<file path="config.mk">
export PLATFORM = sky130hd
export DESIGN_NAME = spi_param_regs_flat
export DESIGN_NICKNAME = d
export VERILOG_FILES = /design/src/rtl/spi_param_regs_pkg.sv /design/src/rtl/spi_param_regs_if.sv /design/src/rtl/spi_param_regs_sync.sv /design/src/rtl/spi_param_regs.sv /design/src/flat_wrapper.sv
export SDC_FILE = /design/constraint.sdc
export NUM_CORES = 1
export LEC_CHECK = 0
export CORE_ASPECT_RATIO = 0.7
export CORE_UTILIZATION = 25
export DETAILED_ROUTE_END_ITERATION = 8
export GPL_TIMING_DRIVEN = 0
export SETUP_SLACK_MARGIN = 0.3
export SYNTH_ARGS = -nofsm -noshare
export SYNTH_HDL_FRONTEND = slang
export SYNTH_SLANG_ARGS = --single-unit
</file>
<file path="constraint.sdc">
create_clock -name clk -period 3.7 [get_ports clk]
set_clock_uncertainty 0.2 [all_clocks]
set_input_delay 0.925 -clock clk [delete_from_list [all_inputs] [get_ports clk]]
set_output_delay 0.925 -clock clk [all_outputs]
set_load 0.03 [all_outputs]
</file>
<file path="src/rtl/spi_param_regs_pkg.sv">
// Shared constants for the SPI parameter register block: address map, frame
// geometry, FSM states and power-up register values.
package spi_param_regs_pkg;

  localparam int CMD_LEN   = 8;
  localparam int DATA_LEN  = 32;
  localparam int FRAME_LEN = CMD_LEN + DATA_LEN;

  localparam logic [6:0] ADDR_FRE_START = 7'h00;
  localparam logic [6:0] ADDR_FRE_END   = 7'h01;
  localparam logic [6:0] ADDR_FRE_STEP  = 7'h02;
  localparam logic [6:0] ADDR_CYCLE     = 7'h03;
  localparam logic [6:0] ADDR_ID        = 7'h04;

  localparam logic [31:0] ID_VALUE = 32'hDD50_0001;

  localparam logic [31:0] DEF_FRE_START = 32'd34300;
  localparam logic [31:0] DEF_FRE_END   = 32'd343000;
  localparam logic [31:0] DEF_STEP      = 32'd3430;
  localparam logic [31:0] DEF_CYCLE     = 32'd4999999;

  typedef enum logic [1:0] {
    ST_IDLE,
    ST_CMD,
    ST_DATA,
    ST_DONE
  } spi_state_e;

  // Only the four sweep parameters accept writes; the ID word is read-only.
  function automatic logic is_writable(input logic [6:0] a);
    return a <= ADDR_CYCLE;
  endfunction

endpackage

</file>
<file path="src/rtl/spi_param_regs_if.sv">
// SPI pins between the host MCU (master) and the parameter register block (slave).
interface spi_param_regs_if;
  logic spi_sclk;
  logic spi_cs_n;
  logic spi_mosi;
  logic spi_miso;

  modport master (output spi_sclk, output spi_cs_n, output spi_mosi, input spi_miso);
  modport slave  (input spi_sclk, input spi_cs_n, input spi_mosi, output spi_miso);
endinterface

</file>
<file path="src/rtl/spi_param_regs_sync.sv">
// Two-flop synchronizer for an asynchronous pin, with rise/fall pulses
// derived from the synchronized level only.
module spi_sync #(
  parameter logic RST_VAL = 1'b0
) (
  input  logic clk,
  input  logic rst_n,
  input  logic i_async,
  output logic o_rise,
  output logic o_fall
);

  logic r_meta, r_sync, r_prev;

  always_ff @(posedge clk or negedge rst_n) begin
    if (!rst_n) begin
      r_meta <= RST_VAL;
      r_sync <= RST_VAL;
      r_prev <= RST_VAL;
    end else begin
      r_meta <= i_async;
      r_sync <= r_meta;
      r_prev <= r_sync;
    end
  end

  assign o_rise = r_sync & ~r_prev;
  assign o_fall = ~r_sync & r_prev;

endmodule

</file>
<file path="src/rtl/spi_param_regs.sv">
// SPI mode-0 slave holding the sweep parameters: 40-bit frames of command
// byte plus 32-bit word, with ID readback and one-clk commit pulse.
module spi_param_regs
  import spi_param_regs_pkg::*;
#(
  parameter logic [31:0] RST_FRE_START = DEF_FRE_START,
  parameter logic [31:0] RST_FRE_END   = DEF_FRE_END,
  parameter logic [31:0] RST_STEP      = DEF_STEP,
  parameter logic [31:0] RST_CYCLE     = DEF_CYCLE
) (
  input  logic                 clk,
  input  logic                 rst_n,
  spi_param_regs_if.slave      spi,
  output logic [31:0]          fre_start,
  output logic [31:0]          fre_end,
  output logic [31:0]          fre_step,
  output logic [31:0]          cycle,
  output logic                 cfg_update
);

  logic       w_sclk_rise, w_sclk_fall, w_cs_rise, w_cs_fall;
  logic       r_mosi_m, r_mosi_s;
  spi_state_e r_state;
  logic [4:0] r_bit_cnt;
  logic [7:0] r_cmd;
  logic [30:0] r_data;
  logic [31:0] r_rd_shift;
  logic       r_miso, r_cfg_update;
  logic [31:0] r_fre_start, r_fre_end, r_fre_step, r_cycle;
  logic [7:0] w_cmd_next;
  logic [31:0] w_data_next;

  spi_sync #(.RST_VAL(1'b0)) u_sync_sclk (
    .clk(clk), .rst_n(rst_n), .i_async(spi.spi_sclk), .o_rise(w_sclk_rise), .o_fall(w_sclk_fall)
  );

  spi_sync #(.RST_VAL(1'b1)) u_sync_cs (
    .clk(clk), .rst_n(rst_n), .i_async(spi.spi_cs_n), .o_rise(w_cs_rise), .o_fall(w_cs_fall)
  );

  // MOSI has the same two-flop latency as the sclk edge pulses, so it is
  // aligned with the rise it belongs to.
  always_ff @(posedge clk or negedge rst_n) begin
    if (!rst_n) begin
      r_mosi_m <= 1'b0;
      r_mosi_s <= 1'b0;
    end else begin
      r_mosi_m <= spi.spi_mosi;
      r_mosi_s <= r_mosi_m;
    end
  end

  assign w_cmd_next  = {r_cmd[6:0], r_mosi_s};
  assign w_data_next = {r_data, r_mosi_s};

  function automatic logic [31:0] read_word(input logic [6:0] a);
    case (a)
      ADDR_FRE_START: return r_fre_start;
      ADDR_FRE_END:   return r_fre_end;
      ADDR_FRE_STEP:  return r_fre_step;
      ADDR_CYCLE:     return r_cycle;
      ADDR_ID:        return ID_VALUE;
      default:        return 32'd0;
    endcase
  endfunction

  always_ff @(posedge clk or negedge rst_n) begin
    if (!rst_n) begin
      r_state      <= ST_IDLE;
      r_bit_cnt    <= '0;
      r_cmd        <= '0;
      r_data       <= '0;
      r_rd_shift   <= '0;
      r_miso       <= 1'b0;
      r_cfg_update <= 1'b0;
      r_fre_start  <= RST_FRE_START;
      r_fre_end    <= RST_FRE_END;
      r_fre_step   <= RST_STEP;
      r_cycle      <= RST_CYCLE;
    end else begin
      r_cfg_update <= 1'b0;
      if (w_cs_rise) begin
        r_state   <= ST_IDLE;
        r_bit_cnt <= '0;
        r_miso    <= 1'b0;
      end else begin
        case (r_state)
          ST_IDLE: begin
            if (w_cs_fall) begin
              r_state   <= ST_CMD;
              r_bit_cnt <= '0;
            end
          end
          ST_CMD: begin
            if (w_sclk_rise) begin
              r_cmd <= w_cmd_next;
              if (r_bit_cnt == 5'(CMD_LEN - 1)) begin
                r_state    <= ST_DATA;
                r_bit_cnt  <= '0;
                // Snapshot now so a write later in this frame cannot disturb it.
                r_rd_shift <= read_word(w_cmd_next[6:0]);
              end else begin
                r_bit_cnt <= r_bit_cnt + 5'd1;
              end
            end
          end
          ST_DATA: begin
            if (w_sclk_fall && !r_cmd[7]) begin
              r_miso     <= r_rd_shift[31];
              r_rd_shift <= {r_rd_shift[30:0], 1'b0};
            end
            if (w_sclk_rise) begin
              r_data <= w_data_next[30:0];
              if (r_bit_cnt == 5'(DATA_LEN - 1)) begin
                r_state <= ST_DONE;
                r_miso  <= 1'b0;
                if (r_cmd[7] && is_writable(r_cmd[6:0])) begin
                  r_cfg_update <= 1'b1;
                  case (r_cmd[6:0])
                    ADDR_FRE_START: r_fre_start <= w_data_next;
                    ADDR_FRE_END:   r_fre_end   <= w_data_next;
                    ADDR_FRE_STEP:  r_fre_step  <= w_data_next;
                    default:        r_cycle     <= w_data_next;
                  endcase
                end
              end else begin
                r_bit_cnt <= r_bit_cnt + 5'd1;
              end
            end
          end
          default: ; // DONE: trailing bits ignored until cs_n rises
        endcase
      end
    end
  end

  assign fre_start    = r_fre_start;
  assign fre_end      = r_fre_end;
  assign fre_step     = r_fre_step;
  assign cycle        = r_cycle;
  assign cfg_update   = r_cfg_update;
  assign spi.spi_miso = r_miso;

endmodule

</file>
<file path="src/flat_wrapper.sv">
// flat-port wrapper written by rule: the top's interface ports become plain ports
module spi_param_regs_flat import spi_param_regs_pkg::*;
#(
  parameter logic [31:0] RST_FRE_START = DEF_FRE_START,
  parameter logic [31:0] RST_FRE_END   = DEF_FRE_END,
  parameter logic [31:0] RST_STEP      = DEF_STEP,
  parameter logic [31:0] RST_CYCLE     = DEF_CYCLE
)
  (clk, rst_n, fre_start, fre_end, fre_step, cycle, cfg_update, spi_spi_sclk, spi_spi_cs_n, spi_spi_mosi, spi_spi_miso);
  spi_param_regs_if spi_i ();
  input  logic clk;
  input  logic rst_n;
  output logic [31:0] fre_start;
  output logic [31:0] fre_end;
  output logic [31:0] fre_step;
  output logic [31:0] cycle;
  output logic cfg_update;
  input wire logic [$bits(spi_i.spi_sclk)-1:0] spi_spi_sclk;
  input wire logic [$bits(spi_i.spi_cs_n)-1:0] spi_spi_cs_n;
  input wire logic [$bits(spi_i.spi_mosi)-1:0] spi_spi_mosi;
  output wire logic [$bits(spi_i.spi_miso)-1:0] spi_spi_miso;
  assign spi_i.spi_sclk = spi_spi_sclk;
  assign spi_i.spi_cs_n = spi_spi_cs_n;
  assign spi_i.spi_mosi = spi_spi_mosi;
  assign spi_spi_miso = spi_i.spi_miso;
  spi_param_regs #(.RST_FRE_START(RST_FRE_START), .RST_FRE_END(RST_FRE_END), .RST_STEP(RST_STEP), .RST_CYCLE(RST_CYCLE)) u_core (.clk(clk), .rst_n(rst_n), .spi(spi_i), .fre_start(fre_start), .fre_end(fre_end), .fre_step(fre_step), .cycle(cycle), .cfg_update(cfg_update));
endmodule
</file>
==> flow_summary.json, run 1 <==
{
  "run_status": "completed",
  "first_global_vias": 6573,
  "grt_first_pass_wirelength_mm": 41.4,
  "p_clk_share_pct": 37.3,
  "holdPathEnd": "u_core.r_mosi_s",
  "hold_path.startpoint": "u_core.r_mosi_m",
  "timing.rr.start": "u_core.r_cmd[2]",
  "power.density_nw_per_um2": 547,
  "cts_clk_pin_slew_worst_paths_ns": 0.07,
  "setup_crit_end_kind": "register",
  "row_count": 59,
  "grt_setup_unrepaired": "no",
  "setup_viol_count_final": 0,
  "synth_enable_flop_cells": 0,
  "syn-num-nets": 756,
  "drt-initial-drc-count": 526,
  "weighted_congestion_at_the_end_of_routability_driven_global_placement": 0.813,
  "layout.cells.most_common": "dfrtp_1",
  "switching_part_of_the_total_pct": 31.2,
  "postCtsHoldBufs": 0,
  "synth.cell_area_um2": 9440,
  "r2r_end": "u_core.r_rd_shift[6]",
  "reg2reg_depth": 6,
  "worst_setup_sp_type": "register",
  "core_um2": 37200,
  "synth_async_sr_flop_share_pct": 100,
  "synthesis.yosys.warnings": 0,
  "maxSlewHeadroom_pct": 33.8,
  "netlist_instances": 744,
  "detail-route-antenna-nets": 0,
  "worst_hold_path_type": "reg2reg",
  "io_buffer_count": 134,
  "route.detailed.drc": 0,
  "nets": 916,
  "via_cell_ratio": 4.77,
  "dp_hpwl_mm": 19.0,
  "cellInternalPower_mw": 4.61,
  "cts_root_buf": "clkbuf_16",
  "drt_first_pass_iters": 9,
  "clock.fmax_ghz": 0.310,
  "chipWidth_um": 234,
  "pin_count_of_the_biggest_net_entering_global_routing": 115,
  "share_of_layout_cells_above_drive_strength_1_pct": 29.1,
  "clock_sinks": 216,
  "vdd_drop_max_mv": 0.320,
  "p_sw_mw": 2.09,
  "worst-endpoint-arrival_ns": 3.47,
  "synth-seq-cells": 216,
  "syn_area_per_cell_um2": 12.7,
  "crit_type": "reg2reg",
  "antenna-diode-count": 0,
  "postRouteWirelength_mm": 27.3,
  "cap_violations": 0,
  "tritoncts.num_buffers": 23,
  "tritoncts": "built",
  "seqPwrFrac_pct": 41.0,
  "commonest_cells_after_routing_fill_and_taps_aside": "dfrtp_1 (173), mux2_2 (154), clkdlybuf4s50_1 (133)",
  "drt-wirelength-per-cell_um": 19.4,
  "critical_path.max_fanout": 10,
  "seq_area_frac_synth_pct": 57.8,
  "post_cts_buffers": 0,
  "power.share.combinational_pct": 21.7,
  "r2r_setup_slack_ns": 0.48,
  "grt_antenna_before_repair": 1,
  "vias": 6722,
  "post-route-util_pct": 32.9,
  "final_period_minus_worst_setup_slack_ns": 3.22,
  "gr-usage-all-layers_pct": 14.2,
  "timing.final.crit_share_pct": 87.1,
  "floorplan.initialDensity_pct": 25.4,
  "layout-area-overhead-vs-synth_pct": 29.7,
  "finalHoldViolCount": 0,
  "clk_latency_ns": 0.54,
  "synth_cell_type_count": 46,
  "chipHeight_um": 165,
  "drv_slew": 0,
  "fp.dieArea_um2": 38600,
  "tightest_slew_ns": 0.984,
  "fin_hold_ws_ns": 0.157,
  "hold_depth": 0,
  "cts_max_path_buffers": 3,
  "static_leakage_nw": 5.43,
  "ios": 135,
  "ys_dominant_reg_cell": "dfrtp_1",
  "global_route.overflow_total": 0,
  "htreeDepth": 1,
  "crit_required_ns": 3.95
}
## power by group through the flow
stage | combinational [mW] | clock [mW] | sequential, mW
final | 1.45 | 2.50 | 2.75
after floorplan | 0.980 | 0 | 2.75
after global placement | 1.42 | 0 | 2.78
after global routing | 1.59 | 2.67 | 2.78
after detailed placement | 1.46 | 0 | 2.79
after CTS | 1.47 | 2.57 | 2.75
## metrics by stage
stage / setup TNS [ns] / cells / total power, mW / setup slack (ns) / cell area [µm²]
2_1_floorplan: 0 / 744 / 3.73 / 1.08 / 9440
3_3_place_gp: -1551.17 / 1366 / 4.20 / -7.78 / 11400
3_5_place_dp: 0 / 1367 / 4.24 / 0.237 / 11400
4_1_cts: 0 / 1409 / 6.79 / 0.463 / 12200
5_1_grt: 0 / 1409 / 7.04 / 0.323 / 12200
6_report: 0 / 1409 / 6.70 / 0.477 / 12200
## worst max-delay path by stage
stage | start | end | slack, ns
final | u_core.r_cmd[2] | u_core.r_rd_shift[6] | 0.48
after global routing | u_core.r_state[0] | u_core.r_rd_shift[19] | 0.32
after CTS | u_core.r_cmd[0] | u_core.r_rd_shift[6] | 0.46
after detailed placement | u_core.r_state[0] | u_core.r_rd_shift[16] | 0.24
after global placement | rst_n | u_core.fre_end[19] | -7.78
after floorplan | u_core.r_state[0] | u_core.fre_start[1] | 1.08
## flip-flops by register name, indices dropped and copies added, names as in the netlist
register	count
u_core.cycle	32
u_core.r_bit_cnt	5
u_core.u_sync_cs.r_meta	1
u_core.u_sync_sclk.r_meta	1
u_core.u_sync_cs.r_prev	1
u_core.r_mosi_m	1
u_core.fre_step	32
u_core.r_mosi_s	1
u_core.r_data	31
u_core.u_sync_sclk.r_sync	1
u_core.cfg_update	1
u_core.u_sync_sclk.r_prev	1
u_core.fre_end	32
u_core.spi.spi_miso	1
u_core.r_cmd	8
u_core.r_state	2
u_core.r_rd_shift	32
u_core.fre_start	32
u_core.u_sync_cs.r_sync	1
## worst max-delay path, cell delays in order (launching register included)
cell and delay [ns]:
dfrtp_1 0.43, or4_4 0.60, nor4_1 0.65, clkbuf_1 0.60, a222oi_1 0.26, a2bb2oi_1 0.21, a21oi_1 0.18
## layout make-up
class | instances | area [µm²]
clock inverters | 11 | 179
fillers | 3706 | 25000
multi-input cells | 472 | 3680
inverters | 8 | 33.8
repair buffers | 135 | 1370
plain buffers | 48 | 288
well taps | 488 | 611
clock buffers | 31 | 626
flip-flops and latches | 216 | 5460
## logic make-up after synthesis
group,after synthesis,share of synthesized area [%]
muxes,168,20.0
AOI/OAI and AO/OA,127,10.1
adders and majority gates,7,0.927
buffers and inverters,56,3.35
and+or+nand+nor,170,7.73
DFF,216,57.8
## layer usage
layer	vias to the layer above	part of all wire (%)	track usage [%]
met4	0	2.3	3.31
met1	3448	50	21.7
met3	42	6.4	2.94
met2	205	41	20.2
met5	-	0	0
li1	3027	-	-
## synth_stat cells, types with 2 or more instances
cell type,number,area [µm²]
mux2_1,3,33.8
nor3_1,2,10.0
nand3b_1,4,30.0
a21oi_1,27,135
a22o_1,9,78.8
inv_1,7,26.3
buf_2,6,30.0
nand2_1,105,394
a2bb2oi_1,23,201
mux2i_1,8,80.1
a221oi_1,8,70.1
nor4_1,4,25.0
buf_6,13,146
nor2b_1,2,12.5
a222oi_1,24,240
dfrtp_1,173,4330
or3_1,4,25.0
mux2_2,154,1730
nand3_1,5,25.0
o21a_1,9,67.6
dfstp_2,43,1130
ha_1,7,87.6
o21ai_0,19,95.1
clkbuf_1,27,101
mux2_4,3,45.0
nor2_1,35,131
## repair_timing
| item | 4_1_cts | 5_1_grt |
|---|---|---|
| gates cloned | 0 | 0 |
| endpoints found under the setup margin | 20 | 6 |
| gates resized for setup | 2 | 4 |
Note: power is estimated with default switching activity, not from simulation.
==> run 2, diff against run 1 <==
Settings changed: PLACE_DENSITY from default to 0.5, SKIP_CTS_REPAIR_TIMING from default to 1, SYNTH_HIERARCHICAL from default to 1.
==> run 2 against run 1 <==
  * Core utilization is 0.18 points higher
  * Register-to-register slack worse by 0.02 ns
  * Sequential power hardly changed
  * Synthesized cell count is 1.6% higher
  * Critical path type unchanged
  * Largest cell class unchanged
  * Highest routed layer unchanged
==> flow_summary.json, run 2 <==
{
  "postRouteWirelength_mm": 30.5,
  "synthesis.yosys.warnings": 6,
  "commonest_cells_after_routing_fill_and_taps_aside": "dfrtp_1 (173), mux2_2 (158), clkdlybuf4s50_1 (133)",
  "synth_async_sr_flop_share_pct": 100,
  "multi_input_gate_area_um2": 4070,
  "synth-seq-cells": 216,
  "grt_antenna_before_repair": 0,
  "core_um2": 38500,
  "tritoncts": "built",
  "clk_latency_ns": 0.53,
  "io_buffer_count": 134,
  "run_status": "completed",
  "finalSetupTns_ns": 0,
  "cap_violations": 0,
  "nets": 929,
  "setup_viol_count_final": 0,
  "cts_max_path_buffers": 3,
  "crit_required_ns": 3.90,
  "synth.cell_area_um2": 9790,
  "p_clk_share_pct": 37.3,
  "via_cell_ratio": 4.71,
  "ios": 135,
  "synth_cell_type_count": 53,
  "worst_hold_path_type": "in2async",
  "drt_first_pass_iters": 4,
  "global_route.overflow_total": 0,
  "drt-wirelength-per-cell_um": 20.8,
  "clock.fmax_ghz": 0.309,
  "synth_top_cell_by_area": "dfrtp_1",
  "drt-initial-drc-count": 552,
  "timing.final.crit_share_pct": 87.6,
  "seqPwrFrac_pct": 37.4,
  "share_of_layout_cells_above_drive_strength_1_pct": 29.0,
  "finalHoldViolCount": 0,
  "vdd_drop_max_mv": 0.363,
  "htreeDepth": 1,
  "syn-num-nets": 766,
  "chipHeight_um": 168,
  "row_count": 60,
  "floorplan.initialDensity_pct": 25.4,
  "grt_setup_unrepaired": "no",
  "synthDominantCellAreaShare_pct": 44.2,
  "tritoncts.num_buffers": 25,
  "dp_hpwl_mm": 20.9,
  "synth.top_cells.by_count": "dfrtp_1 (173), mux2_2 (158), mux2i_1 (54), dfstp_2 (43), nand2_1 (40)",
  "fill_cell_total_of_the_finished_layout": 3857,
  "syn_area_per_cell_um2": 12.9,
  "netlist_instances": 756,
  "final_period_minus_worst_setup_slack_ns": 3.24,
  "power.share.combinational_pct": 25.3,
  "drv_slew": 0,
  "post_synth_main_area_contributors": "dfrtp_1 (44%), mux2_2 (18%), dfstp_2 (12%)",
  "route.detailed.drc": 0,
  "switching_part_of_the_total_pct": 33.5,
  "synth_enable_flop_cells": 0,
  "clock_sinks": 216,
  "seq_area_frac_synth_pct": 55.8,
  "fp.dieArea_um2": 40000,
  "detail-route-antenna-nets": 0,
  "power.density_nw_per_um2": 571,
  "grt_first_pass_wirelength_mm": 46.2,
  "static_leakage_nw": 5.59,
  "crit_type": "reg2reg",
  "cellInternalPower_mw": 4.84,
  "weighted_congestion_at_the_end_of_routability_driven_global_placement": 0.778,
  "layout.cells.most_common": "dfrtp_1",
  "tightest_slew_ns": 1.35,
  "maxSlewHeadroom_pct": 10.2,
  "post-route-util_pct": 33.1,
  "chipWidth_um": 239,
  "cts_clk_pin_slew_worst_paths_ns": 0.06,
  "gr-usage-all-layers_pct": 15.2,
  "setup_crit_end_kind": "register",
  "layout-area-overhead-vs-synth_pct": 30.2,
  "ys_dominant_reg_cell": "dfrtp_1",
  "yosysMostFrequentCell": "dfrtp_1",
  "seq_area_um2": 5460,
  "critical_path.max_fanout": 10,
  "pin_count_of_the_biggest_net_entering_global_routing": 115,
  "worst_setup_sp_type": "register",
  "antenna-diode-count": 0,
  "p_sw_mw": 2.43,
  "vias": 6889,
  "worst-endpoint-arrival_ns": 3.44,
  "first_global_vias": 6994,
  "cts_root_buf": "clkbuf_16"
}
## run 2: cell count changes in the layout (fill, tap and decap cells not counted), moves of 10 or more
| cell | previous run | this run |
|---|---|---|
| mux2i_1 | 8 | 54 |
| nor2b_1 | 2 | 15 |
| nand2_1 | 105 | 40 |
| nor2_1 | 35 | 6 |
| o211ai_1 | 0 | 21 |
| a21oi_1 | 27 | 16 |
| buf_6 | 13 | 3 |
| a2bb2oi_1 | 23 | 0 |
| a211oi_1 | 0 | 13 |
| o22a_1 | 0 | 12 |
| o22ai_1 | 1 | 12 |
| a222oi_1 | 24 | 0 |
| nor3_1 | 1 | 32 |
| buf_1 | 1 | 11 |
## run 2: metrics by stage
stage | setup slack [ns] | hold WS, ns | power [mW] | area [µm²] | instances
2_1_floorplan | 1.17 | 0.131 | 3.93 | 9790 | 756
3_3_place_gp | -8.20 | 0.140 | 4.56 | 11800 | 1417
3_5_place_dp | 0.486 | 0.139 | 4.58 | 11900 | 1419
4_1_cts | 0.442 | 0.0209 | 7.33 | 12700 | 1464
5_1_grt | 0.352 | 0.0281 | 7.61 | 12700 | 1464
6_report | 0.460 | 0.0337 | 7.27 | 12700 | 1464
## run 2: cell type report
class                      instances  area share, %
buffer                            55           1.90
timing repair buffer             136           11.0
clock buffer                      33           5.54
sequential                       216           42.8
inverter                           4          0.118
multi-input combinational        481           31.9
tap                              527           5.17
clock inverter                    12           1.50
## run 2: cells by family after synthesis
| group | after synthesis | share of synthesized area, % |
|---|---|---|
| buffers and inverters | 59 | 2.63 |
| muxes | 216 | 24.3 |
| AOI/OAI and AO/OA | 133 | 9.71 |
| adders and majority gates | 5 | 0.639 |
| DFF | 216 | 55.8 |
| and+or+nand+nor | 127 | 6.98 |
## run 2: worst max-delay path, cell delays in order (launching register included)
cell      delay (ns)
dfrtp_1         0.40
ha_1            0.24
and3_1          0.19
ha_1            0.21
and2_1          0.18
and4_1          0.22
nand4b_1        0.32
clkbuf_1        0.72
mux2_2          0.42
## run 2: per-layer routing
layer  GRT usage (%)  up-vias  share of wire, %
li1                -     3137                 -
met5               0        -                 0
met1            23.7     3559                52
met4            2.56        0               1.5
met3            2.69       35               4.1
met2            21.9      158                42
## run 2: power groups by stage
stage	Clock, mW	Sequential, mW	Combinational [mW]
floorplan	0	2.71	1.22
global placement	0	2.76	1.81
detailed placement	0	2.75	1.83
CTS	2.78	2.72	1.83
global route	2.87	2.75	2.00
finish	2.71	2.72	1.84
## run 2: worst paths after layout
path                                           startpoint  cells after the start                        end  slack [ns]
worst min-delay path                                rst_n                      1          u_core/r_data[16]        0.03
max in group asynchronous                           rst_n                      3    u_core/u_sync_cs/r_prev        2.07
worst max-delay path                  u_core/r_bit_cnt[0]                      8           u_core/cycle[15]        0.46
worst max register to register        u_core/r_bit_cnt[0]                      8           u_core/cycle[15]        0.46
min in group clk                u_core/u_sync_sclk/r_meta                      0  u_core/u_sync_sclk/r_sync        0.15
worst min register to register  u_core/u_sync_sclk/r_meta                      0  u_core/u_sync_sclk/r_sync        0.15
==> run 3, diff against run 2 <==
Settings changed: CORE_MARGIN from default to 1, GPL_ROUTABILITY_DRIVEN from default to 0, PLACE_DENSITY 0.5 to 0.51.
Clock period 3.7 ns to 2.9 ns, I/O delays scaled along.
==> run 3 against run 2 <==
  * Worst hold slack improved by 0.0020 ns
  * Clock-buffer cell count rose by 6
  * Routed wire length rose by 0.92%
  * Non-clock buffer count rose by 13
  * Clock power rose by 23%
  * Final area rose by 3.8%
  * Register-to-register slack got worse by 0.08 ns
  * Die area did not move
  * Via count rose by 4.0%
  * Critical path type is now reg2out
  * Core utilization rose by 1.3 points
  * Flip-flop and latch count did not move
  * Critical path depth fell by 7
==> flow_summary.json, run 3 (synthesis results as in run 2) <==
{
  "via_cell_ratio": 4.84,
  "cts_max_path_buffers": 3,
  "tritoncts.num_buffers": 26,
  "worst_setup_sp_type": "register",
  "setup_crit_end_kind": "output port",
  "cts_root_buf": "clkbuf_16",
  "dp_hpwl_mm": 20.9,
  "finalHoldViolCount": 0,
  "nets": 943,
  "first_global_vias": 7190,
  "grt_antenna_before_repair": 0,
  "drt_first_pass_iters": 5,
  "vdd_drop_max_mv": 0.440,
  "drt-wirelength-per-cell_um": 20.8,
  "floorplan.initialDensity_pct": 25.4,
  "power.density_nw_per_um2": 705,
  "cp_num_buf_inv": 1,
  "fp.dieArea_um2": 40000,
  "grt_setup_unrepaired": "yes",
  "grt_first_pass_wirelength_mm": 46.7,
  "timing.final.crit_share_pct": 88.6,
  "max_stage_delay_ns": 0.70,
  "commonest_cells_after_routing_fill_and_taps_aside": "dfrtp_1 (173), mux2_2 (158), clkdlybuf4s50_1 (68)",
  "drv_slew": 0,
  "pin_count_of_the_biggest_net_entering_global_routing": 118,
  "layout.cells.most_common": "dfrtp_1",
  "final_period_minus_worst_setup_slack_ns": 2.57,
  "crit_required_ns": 1.98,
  "setup_viol_count_final": 0,
  "clock.fmax_ghz": 0.389,
  "critical_path.max_fanout": 3,
  "detail-route-antenna-nets": 0,
  "tritoncts": "built",
  "cap_violations": 0,
  "htreeDepth": 1,
  "design_area_um2": 13200,
  "postRouteWirelength_mm": 30.8,
  "core_um2": 38500,
  "vias": 7164,
  "final_critical_path_setup_slack_ns": 0.330,
  "route.detailed.drc": 0,
  "run_status": "completed",
  "finalSetupTns_ns": 0,
  "io_buffer_count": 134,
  "chipWidth_um": 239,
  "dpl_worst_slack_ns": -0.347,
  "maxSlewHeadroom_pct": 22.0,
  "worst_path_cell_trace": "clkdlybuf4s50_1",
  "layout-area-overhead-vs-synth_pct": 35.2,
  "share_of_layout_cells_above_drive_strength_1_pct": 33.3,
  "drt-initial-drc-count": 429,
  "worst-endpoint-arrival_ns": 1.65,
  "row_count": 60,
  "fin_hold_ws_ns": 0.0357,
  "ios": 135,
  "crit_type": "reg2out",
  "worst_hold_path_type": "in2async",
  "antenna-diode-count": 0,
  "static_leakage_nw": 6.98,
  "dpl-instance-area_um2": 11800,
  "cts_clk_pin_slew_worst_paths_ns": 0.06,
  "chipHeight_um": 168,
  "gr-usage-all-layers_pct": 15.2,
  "global_route.overflow_total": 0,
  "clk_latency_ns": 0.55,
  "tightest_slew_ns": 1.16,
  "worst_path_dominant_cell_family": "buffers and inverters",
  "critical_path.slowest_cell": "clkdlybuf4s50_1",
  "clock_sinks": 216
}
-- run 3: cell types whose count changed in the layout (fill, tap and decap cells not counted), moves of 4 or more --
cell,change
buf_1,-11
clkbuf_4,+4
nor3_2,-4
buf_2,-7
dlymetal6s2s_1,+65
clkdlybuf4s50_1,-65
buf_12,+6
clkbuf_2,+16
buf_4,+13
nor3_4,+4
clkbuf_1,-8
-- run 3: cell type report --
type	instances	area (µm²)
clock buffers	39	769
multi-input cells	481	4180
well taps	527	659
repair buffers	149	1650
plain buffers	55	389
flip-flops and latches	216	5460
fillers	3862	25300
inverters	4	15.0
clock inverters	9	113
-- run 3: through the flow --
| step | utilization, % | instances | power (mW) |
|---|---|---|---|
| after global routing | 34.4 | 1480 | 9.76 |
| final | 34.4 | 1480 | 9.33 |
| after global placement | 30.6 | 1417 | 5.82 |
| after floorplan | - | 756 | 5.01 |
| after detailed placement | 30.7 | 1418 | 5.85 |
| after CTS | 33.0 | 1466 | 9.23 |
-- run 3: path summary, 6_finish.rpt --
path	start	to	slack [ns]	depth (start not counted)
worst min-delay path	rst_n	u_core/fre_start[18]	0.04	1
worst max-delay path	u_core/cycle[23]	cycle[23]	0.33	1
min in group clk	u_core/u_sync_cs/r_meta	u_core/u_sync_cs/r_sync	0.16	0
max in group asynchronous	rst_n	u_core/u_sync_sclk/r_meta	1.40	2
worst min register to register	u_core/u_sync_cs/r_meta	u_core/u_sync_cs/r_sync	0.16	0
worst max register to register	u_core/r_bit_cnt[0]	u_core/fre_end[10]	0.38	9
-- run 3: where the power goes --
group	internal, mW	switching [mW]
Clock	2.01	1.31
Combinational	0.821	1.70
Sequential	3.28	0.203
-- run 3: metal layers --
layer / track usage (%) / up-vias / wire, µm
met3: 2.37 / 45 / 1510
li1: - / 3173 / -
met5: 0 / - / 0
met1: 24.0 / 3722 / 15800
met4: 3.46 / 0 / 582
met2: 21.4 / 224 / 12900
==> RTL change: new RTL, flow settings as in run 2 <==
`RST_VAL`: 1'b1 -> 1'b0.
--- a/src/rtl/spi_param_regs.sv
+++ b/src/rtl/spi_param_regs.sv
@@ -36,3 +36,3 @@
 
-  spi_sync #(.RST_VAL(1'b1)) u_sync_cs (
+  spi_sync #(.RST_VAL(1'b0)) u_sync_cs (
     .clk(clk), .rst_n(rst_n), .i_async(spi.spi_cs_n), .o_rise(w_cs_rise), .o_fall(w_cs_fall)
Check against the original RTL: same outputs for any inputs over 4 cycles, from zero or initial values and one cycle with rst_n low; that may be too few to reach the edited logic, so the function may still have changed.
==> RTL change against run 2 <==
- sequential cell count stayed put
- synthesized cell count did not move
- largest power group unchanged
- setup slack improved by 0.056 ns
- critical path depth unchanged
- total power fell by 2.5%
- hold slack better by 0.12 ns
- wire length barely moved
- area after synthesis barely moved
- largest cell class unchanged
- design area decreased by 0.79%
==> RTL change: results (changes against run 2) <==
Route
  – 1st-iter DRT viols: 493 (was 552)
  – Mean routed wirelength per cell: 20.8 um (about the same)
  – Drt via density: 4.69 (was 4.71)
  – WL final: 30,500 um (about the same)
  – Drt pass-1 iters: 5 (was 4)

Placement
  – Placed insts: 1,418 (was 1,419)
  – Final Wtd Congestion: 0.769 (was 0.778)
  – Post-DP HPWL: 20,800 um (was 20,900 um)

Cells and area
  – Layout Nets: 928 (was 929)
  – Number of diodes: 0 (unchanged)
  – Layout cell share with drive strength beyond 1: 0.277 (was 0.290)

GRT
  – Vias in the first global route: 7,072 (was 6,994)
  – GRT Total Usage: 0.153 (was 0.152)
  – Global-route wire length before repair: 46,700 um (was 46,200 um)
  – Largest net degree at the start of global routing: 111 (was 115)

Power
  – Peak VDD IR: 0.296 mV (was 0.363 mV)
  – Switching Share: 0.340 (was 0.335)

Worst setup path
  – R2R depth: 8 (unchanged)
  – Reg2Reg Setup Slack: 0.52 ns (was 0.46 ns)
  – R2r endpoint: u_core/cycle[27] (was u_core/cycle[15])
  – Critical Path AT: 3.39 ns (was 3.44 ns)

Timing
  – Slew margin rel.: 0.0812 (was 0.102)

Yosys
  – Area contributors post-synth: dfrtp_1 (45%), mux2_2 (18%), dfstp_2 (11%) (was dfrtp_1 (44%), mux2_2 (18%), dfstp_2 (12%))
  – Synth top cells by count: dfrtp_1 (176), mux2_2 (158), mux2i_1 (54) (was dfrtp_1 (173), mux2_2 (158), mux2i_1 (54))
  – Sequential element share of the synthesized area: 0.557 (was 0.558)

Hold path
  – Hold Path Class: reg2reg (was in2async)

Status
  – Status: finished clean (unchanged)
RTL change: cell count changes in the layout (fill, tap and decap cells not counted), sizes merged:
cell / before / now
dfrtp: 173 / 176
dfstp: 43 / 40
inv: 4 / 6
clkinv: 6 / 1
bufinv: 5 / 3
clkinvlp: 1 / 0
buf: 28 / 27
clkbuf: 63 / 70
RTL change: layout make-up:
class / instances / area (um^2)
multi-input combinational: 481 / 4070
sequential: 216 / 5460
fill: 3878 / 25900
buffer: 55 / 243
timing repair buffer: 135 / 1370
inverter: 4 / 15.0
clock buffer: 40 / 712
tap: 527 / 659
clock inverter: 6 / 116
RTL change: kinds of logic after synthesis:
group,Yosys count,share of synthesized area
DFF,216,0.557
adders and majority gates,5,0.00639
and+or+nand+nor,127,0.0698
muxes,216,0.243
buffers and inverters,59,0.0263
AOI/OAI and AO/OA,133,0.0972
RTL change: how the worst max path moves through the flow:
| stage | from | cells after the start | end |
|---|---|---|---|
| 2_1_floorplan | u_core/r_bit_cnt[0] | 8 | u_core/cycle[10] |
| 3_3_place_gp | rst_n | 1 | u_core/spi.spi_miso |
| 3_5_place_dp | u_core/r_bit_cnt[0] | 8 | u_core/cycle[13] |
| 4_1_cts | u_core/r_bit_cnt[0] | 8 | u_core/cycle[17] |
| 5_1_grt | u_core/r_bit_cnt[0] | 8 | u_core/cycle[29] |
| 6_report | u_core/r_bit_cnt[0] | 8 | u_core/cycle[27] |
RTL change: per-layer routing:
| layer | share of wire | global-route usage |
|---|---|---|
| met4 | 0.017 | 0.0298 |
| met1 | 0.52 | 0.243 |
| met5 | 0 | 0 |
| met3 | 0.044 | 0.0254 |
| met2 | 0.42 | 0.212 |
RTL change: critical path: stages, from the launching register on:
cell,delay (ns)
dfrtp_1,0.39
ha_1,0.25
and3_1,0.20
ha_1,0.21
and2_1,0.18
and4_1,0.22
nand4b_1,0.36
clkbuf_1,0.66
mux2_2,0.41
RTL change: stage by stage:
step	total power, W	worst slack (ns)	area (um^2)	TNS, ns	hold WS (ns)
finish	0.00709	0.516	12600	0	0.153
global route	0.00743	0.349	12600	0	0.171
CTS	0.00716	0.482	12600	0	0.158
detailed placement	0.00457	0.504	11800	0	0.143
global placement	0.00457	-8.11	11800	-1630.04	0.143
floorplan	0.00393	1.17	9790	0	0.131
RTL change: power by group through the flow:
stage	registers (W)	clock network, W	logic [W]
global route	0.00274	0.00270	0.00199
floorplan	0.00271	0	0.00122
detailed placement	0.00276	0	0.00182
CTS	0.00272	0.00262	0.00183
finish	0.00272	0.00253	0.00184
global placement	0.00276	0	0.00181
